$ cat src/rtl/reg_bank_arbiter.sv
// Two-requester sequencer for the shared register bank: arbitrates READ/WRITE/XCHG
// commands round-robin and breaks each one into single bank read/write cycles.
module reg_bank_arbiter #(
  parameter int DW      = 16,
  parameter bit RR_INIT = 1'b0
) (
  input  logic                clk,
  input  logic                reset,
  input  logic [1:0]          req_valid,
  output logic [1:0]          req_ready,
  input  logic [1:0][1:0]     req_op,
  input  logic [1:0][2:0]     req_sel_a,
  input  logic [1:0][2:0]     req_sel_b,
  input  logic [1:0]          req_hl_a,
  input  logic [1:0]          req_hl_b,
  input  logic [1:0]          req_size,
  input  logic [1:0][DW-1:0]  req_wdata,
  output logic [1:0]          rsp_valid,
  output logic                rsp_err,
  output logic [DW-1:0]       rsp_data,
  output logic [2:0]          bank_select_reg,
  output logic                bank_size,
  output logic                bank_select_hl,
  output logic                bank_select_dh,
  output logic                bank_read_write,
  output logic [DW-1:0]       bank_wdata,
  input  logic [DW-1:0]       bank_rdata,
  output logic                busy
);

  typedef enum logic [2:0] {IDLE, RD, WR, XRA, XRB, XWA, XWB, RSP} state_t;

  typedef struct packed {
    logic [1:0]    op;
    logic [2:0]    sel_a;
    logic [2:0]    sel_b;
    logic          hl_a;
    logic          hl_b;
    logic          size;
    logic [DW-1:0] wdata;
  } cmd_t;

  localparam logic [1:0] OP_RD = 2'b00, OP_WR = 2'b01, OP_XCHG = 2'b10;

  state_t        state, nxt;
  cmd_t          cmd;
  logic          owner, prio, gnt, accept;
  logic [DW-1:0] tmp_a, tmp_b, rd_val;

  // Both valid -> priority holder wins; otherwise the lone valid requester.
  assign gnt       = req_valid[1] & (~req_valid[0] | prio);
  assign accept    = reset && (state == IDLE) && (|req_valid);
  assign req_ready = accept ? (gnt ? 2'b10 : 2'b01) : 2'b00;

  // Byte reads come back in [7:0] and are zero-extended.
  assign rd_val = cmd.size ? bank_rdata : {{(DW-8){1'b0}}, bank_rdata[7:0]};

  always_ff @(posedge clk or negedge reset) begin
    if (!reset) state <= IDLE;
    else        state <= nxt;
  end

  always_comb begin
    nxt = state;
    case (state)
      IDLE: if (accept) begin
        case (req_op[gnt])
          OP_RD:   nxt = RD;
          OP_WR:   nxt = WR;
          OP_XCHG: nxt = XRA;
          default: nxt = RSP;
        endcase
      end
      RD, WR:  nxt = RSP;
      XRA:     nxt = XRB;
      XRB:     nxt = XWA;
      XWA:     nxt = XWB;
      XWB:     nxt = RSP;
      RSP:     nxt = IDLE;
      default: nxt = IDLE;
    endcase
  end

  always_ff @(posedge clk or negedge reset) begin
    if (!reset) begin
      cmd      <= '0;
      owner    <= 1'b0;
      prio     <= RR_INIT;
      tmp_a    <= '0;
      tmp_b    <= '0;
      rsp_data <= '0;
    end else begin
      if (accept) begin
        owner       <= gnt;
        prio        <= ~gnt;
        cmd.op      <= req_op[gnt];
        cmd.sel_a   <= req_sel_a[gnt];
        cmd.sel_b   <= req_sel_b[gnt];
        cmd.hl_a    <= req_hl_a[gnt];
        cmd.hl_b    <= req_hl_b[gnt];
        cmd.size    <= req_size[gnt];
        cmd.wdata   <= req_size[gnt] ? req_wdata[gnt]
                                     : {{(DW-8){1'b0}}, req_wdata[gnt][7:0]};
        if (req_op[gnt] == 2'b11) rsp_data <= '0;
      end
      case (state)
        RD:      rsp_data <= rd_val;
        XRA:     tmp_a    <= rd_val;
        XRB:     tmp_b    <= rd_val;
        XWB:     rsp_data <= tmp_a;
        default: ;
      endcase
    end
  end

  always_comb begin
    bank_select_reg = '0;
    bank_size       = 1'b0;
    bank_select_hl  = 1'b0;
    bank_read_write = 1'b0;
    bank_wdata      = '0;
    case (state)
      RD, XRA, WR, XWA: begin
        bank_select_reg = cmd.sel_a;
        bank_size       = cmd.size;
        bank_select_hl  = ~cmd.size & cmd.hl_a;
      end
      XRB, XWB: begin
        bank_select_reg = cmd.sel_b;
        bank_size       = cmd.size;
        bank_select_hl  = ~cmd.size & cmd.hl_b;
      end
      default: ;
    endcase
    case (state)
      WR:  begin bank_read_write = 1'b1; bank_wdata = cmd.wdata; end
      XWA: begin bank_read_write = 1'b1; bank_wdata = tmp_b;     end
      XWB: begin bank_read_write = 1'b1; bank_wdata = tmp_a;     end
      default: ;
    endcase
  end

  assign bank_select_dh = 1'b0;
  assign busy           = (state != IDLE);
  assign rsp_valid      = (state == RSP) ? (owner ? 2'b10 : 2'b01) : 2'b00;
  assign rsp_err        = (state == RSP) && (cmd.op == 2'b11);

endmodule

$ cat config.mk
export PLATFORM = sky130hd
export DESIGN_NAME = reg_bank_arbiter
export DESIGN_NICKNAME = d
export VERILOG_FILES = /design/src/rtl/reg_bank_arbiter.sv
export SDC_FILE = /design/constraint.sdc
export NUM_CORES = 1
export LEC_CHECK = 0
export BUFFER_PORTS_ARGS = -buffer_cell sky130_fd_sc_hd__buf_2
export CAP_MARGIN = 10
export CORE_MARGIN = 1.5
export CORE_UTILIZATION = 48
export CTS_BUF_LIST = sky130_fd_sc_hd__clkbuf_2
export DETAILED_ROUTE_END_ITERATION = 16
export GPL_TIMING_DRIVEN = 1
export PLACE_DENSITY_LB_ADDON = 0.12
export RECOVER_POWER = 50
export REMOVE_ABC_BUFFERS = 1
export SLEW_MARGIN = 10
export SYNTH_ARGS = -nofsm -noshare
export SYNTH_HDL_FRONTEND = slang
export SYNTH_SLANG_ARGS = --single-unit
$ cat constraint.sdc
create_clock -name clk -period 1.6 [get_ports clk]
set_input_delay 0.32 -clock clk [delete_from_list [all_inputs] [get_ports clk]]
set_output_delay 0.32 -clock clk [all_outputs]
set_load 0.01 [all_outputs]
==> reports/qor.txt <==
worst hold path stage count: 3
CP Capture Type: output port
Num CTS Buffers: 9
Pre-antenna DRT Iters: 4
EDFF count, synth: 0
initial drt markers: 203
R2R Setup Slk: -180 ps
core area: 8180 um2
Arr. time, crit path: 1810 ps
final-report setup violation count: 70
vias per inst: 5.42
Final nets: 629
Clock Power Share: 10.7%
root buffer cell: clkbuf_2
CP Launch Type: flop
cell leakage power: 2.76 nW
Critical Path Fanout Max: 7
fin. max-slew vios: 0
Internal: 5.64 mW
Max H-tree Level: 3
routed length per placed instance: 17.3 um
async set-reset flop share out of synthesis: 100%
die width: 94.7 um
top_reg_cell synth: dfrtp_1
RSZ-0062 raised after global routing: true
antenna-violating nets left: 0
detailed placement HPWL: 7.40 mm
cell type with the largest total area after synthesis: dfrtp_1
post-route clock skew: 43.8 ps
Setup CP Type: flop to output port
Worst EP required: 1280 ps
final worst slack: -526 ps
initial antenna violation count: 0
synth top area cells: dfrtp_1, mux2i_1, nand2_1, o21ai_0, mux2_2
Hold Path Origin: bank_rdata[10]
global-route wire length before repair: 17.0 mm
status: finished, violations left
CTS clk-pin slew, worst paths: 240 ps
VDD IR-drop max: 0.000902 V
synth unique cells: 42
Total GRT Usage: 25.3%
Initial Util: 49.4%
CTS tree: built
f_max: 0.470 GHz
Setup Slack @ Placement: -166 ps
yosys warns: 0
Slew @ Worst Pin: 1120 ps
worst hold endpoint: tmp_a[10]
Die ar.: 8970 um2
CTS Buffer Depth: 2
sw power: 4.19 mW
Synth Cell Area: 4040 um2
Hold WC Path Type: input pin to flop
remaining global-route overflow: 0
Synth Area per Inst: 10.0 um2
CTS Sinks: 80
Tcrit/Tclk final: 133%
Clock Latency Late Sink: 520 ps
post-synthesis instance total: 402
final wirelength: 11.5 mm
boundary pin count: 119
Yosys reg bits: 80
Logic pwr share: 52.5%
area share of the largest cell type after synthesis: 49.6%
worst r2r dst: rsp_data[6]
largest net degree at the start of global routing: 81
final setup TNS: -18,420 ps
worst reg2reg startpoint: state[0]
drt drc: 0
routability congestion estimate: 0.948
vias after detailed routing: 3,596
Max-slew headroom: 25.6%
Sw Share: 42.6%
final hold vios: 0
failing checks: setup timing
register area share after synthesis: 49.6%
Antenna Cells: 0
area added between synthesis and finish: 35.3%
Row Count: 33
Power per Cell Area: 1800 nW/um2
vias in the first global route: 3,449
Max Cap Violations: 0
Die Y: 94.7 um
post-route minimum period: 2130 ps
Seq pwr share: 36.8%
IO buf count: 117
reg2reg path depth: 8
layout cells sized above 1: 44.3%
[synth_stat cells, types with 2 or more instances]
library cell / count
a21o_1: 3
buf_2: 11
clkbuf_1: 7
nor2_1: 11
mux2_2: 12
mux2_1: 4
a32oi_1: 8
a31oi_1: 4
nand2_1: 86
a22o_1: 3
inv_1: 6
dfrtp_1: 80
o311ai_1: 2
buf_4: 6
nor3_2: 2
and2_1: 2
nand2b_1: 2
mux2i_1: 43
buf_6: 5
o31ai_1: 8
a22oi_1: 8
o21ai_1: 8
o21ai_0: 62
[sequential cells by signal (all words and copies together) (netlist names)]
name and count:
cmd 27, owner 1, prio 1, rsp_data 16, state 3, tmp_a 16, tmp_b 16
[worst max-delay path, cell delays in order, from the launching register on]
cell and delay (ps):
dfrtp_2 540, buf_6 150, nor3b_4 220, nor2_4 60
a211oi_2 180, buf_2 160
[through the flow]
step           instance area (um2)  hold WS [ps]  power, mW  std cells  util [%]
3_3_place_gp                  4840           414       7.74        626      59.2
3_5_place_dp                  4840           412       7.91        626      59.2
4_1_cts                       5110          15.9       9.33        651      62.6
5_1_grt                       5460          19.2       10.5        663      66.8
2_1_floorplan                 3850          24.4       5.98        373         -
6_report                      5460          45.5       9.83        663      66.8
[worst max-delay path by stage]
stage                        start              to  cells past startpoint
after floorplan           state[2]     rsp_data[0]                      4
after global placement    state[2]   bank_wdata[2]                      6
after detailed placement  state[2]   bank_wdata[0]                      6
after CTS                 state[2]   bank_wdata[0]                      6
after global routing      state[2]   bank_wdata[4]                      6
final                     state[2]  bank_select_hl                      5
[logic make-up (layout without fill, tap and decap cells)]
| family | Yosys count | after routing | synth area share (%) |
|---|---|---|---|
| buffers and inverters | 36 | 192 | 5.18 |
| other | 1 | 1 | 0.0929 |
| multiplexers | 60 | 60 | 15.5 |
| AND/OR/NAND/NOR | 112 | 112 | 12.5 |
| adder cells (fa/ha/maj) | 1 | 1 | 0.310 |
| AO/OA/AOI/OAI | 112 | 112 | 16.9 |
| flip-flops | 80 | 80 | 49.6 |
[power by group through the flow]
stage | registers (mW) | logic (mW) | clock network [mW]
after detailed placement | 3.59 | 4.32 | 0
final | 3.62 | 5.16 | 1.05
after global placement | 3.54 | 4.21 | 0
after floorplan | 3.65 | 2.33 | 0
after CTS | 3.56 | 4.70 | 1.07
after global routing | 3.72 | 5.64 | 1.16
[routing by layer]
layer	track usage [%]	up-vias	wire, um
met5	0	-	0
met4	8.33	0	191
met3	3.70	15	541
met2	43.2	106	5750
met1	32.8	1738	5000
li1	-	1737	-
[cells in the final DEF (no fill, tap or decap), types with 3 or more instances in the layout]
cell type	instances
o31ai_4	3
dlygate4sd3_1	3
o21ai_0	36
buf_4	33
nor2_4	3
buf_6	8
dfrtp_2	3
o31ai_1	3
a22oi_1	8
buf_2	115
a21o_1	3
a31oi_1	4
buf_12	3
o21ai_1	23
clkbuf_2	9
nand2_1	71
nor2_1	9
mux2_1	4
inv_1	5
clkbuf_16	4
a22o_1	3
mux2i_1	41
dfrtp_1	77
a32oi_1	8
nand2_2	13
clkinv_2	3
o21ai_2	11
mux2_2	12
[layout make-up]
type                            count  area [um2]
Clock inverter                      6        61.3
Timing Repair Buffer              170        1140
Fill cell                         693        2710
Tap cell                          105         131
Inverter                            7        31.3
Multi-Input combinational cell    286        2040
Clock buffer                        9        45.0
Sequential cell                    80        2010
[what timing repair did]
| item | in CTS | in global routing |
|---|---|---|
| hold buffers | 1 | 2 |
| endpoints found under the hold margin | 80 | 2 |
| gates cloned | 0 | 4 |
| pin swaps | 23 | 6 |
| setup buffers | 9 | 8 |
| resized for setup | 44 | 56 |
| endpoints found under the setup margin | 30 | 73 |
(Power assumes the default switching activity.)
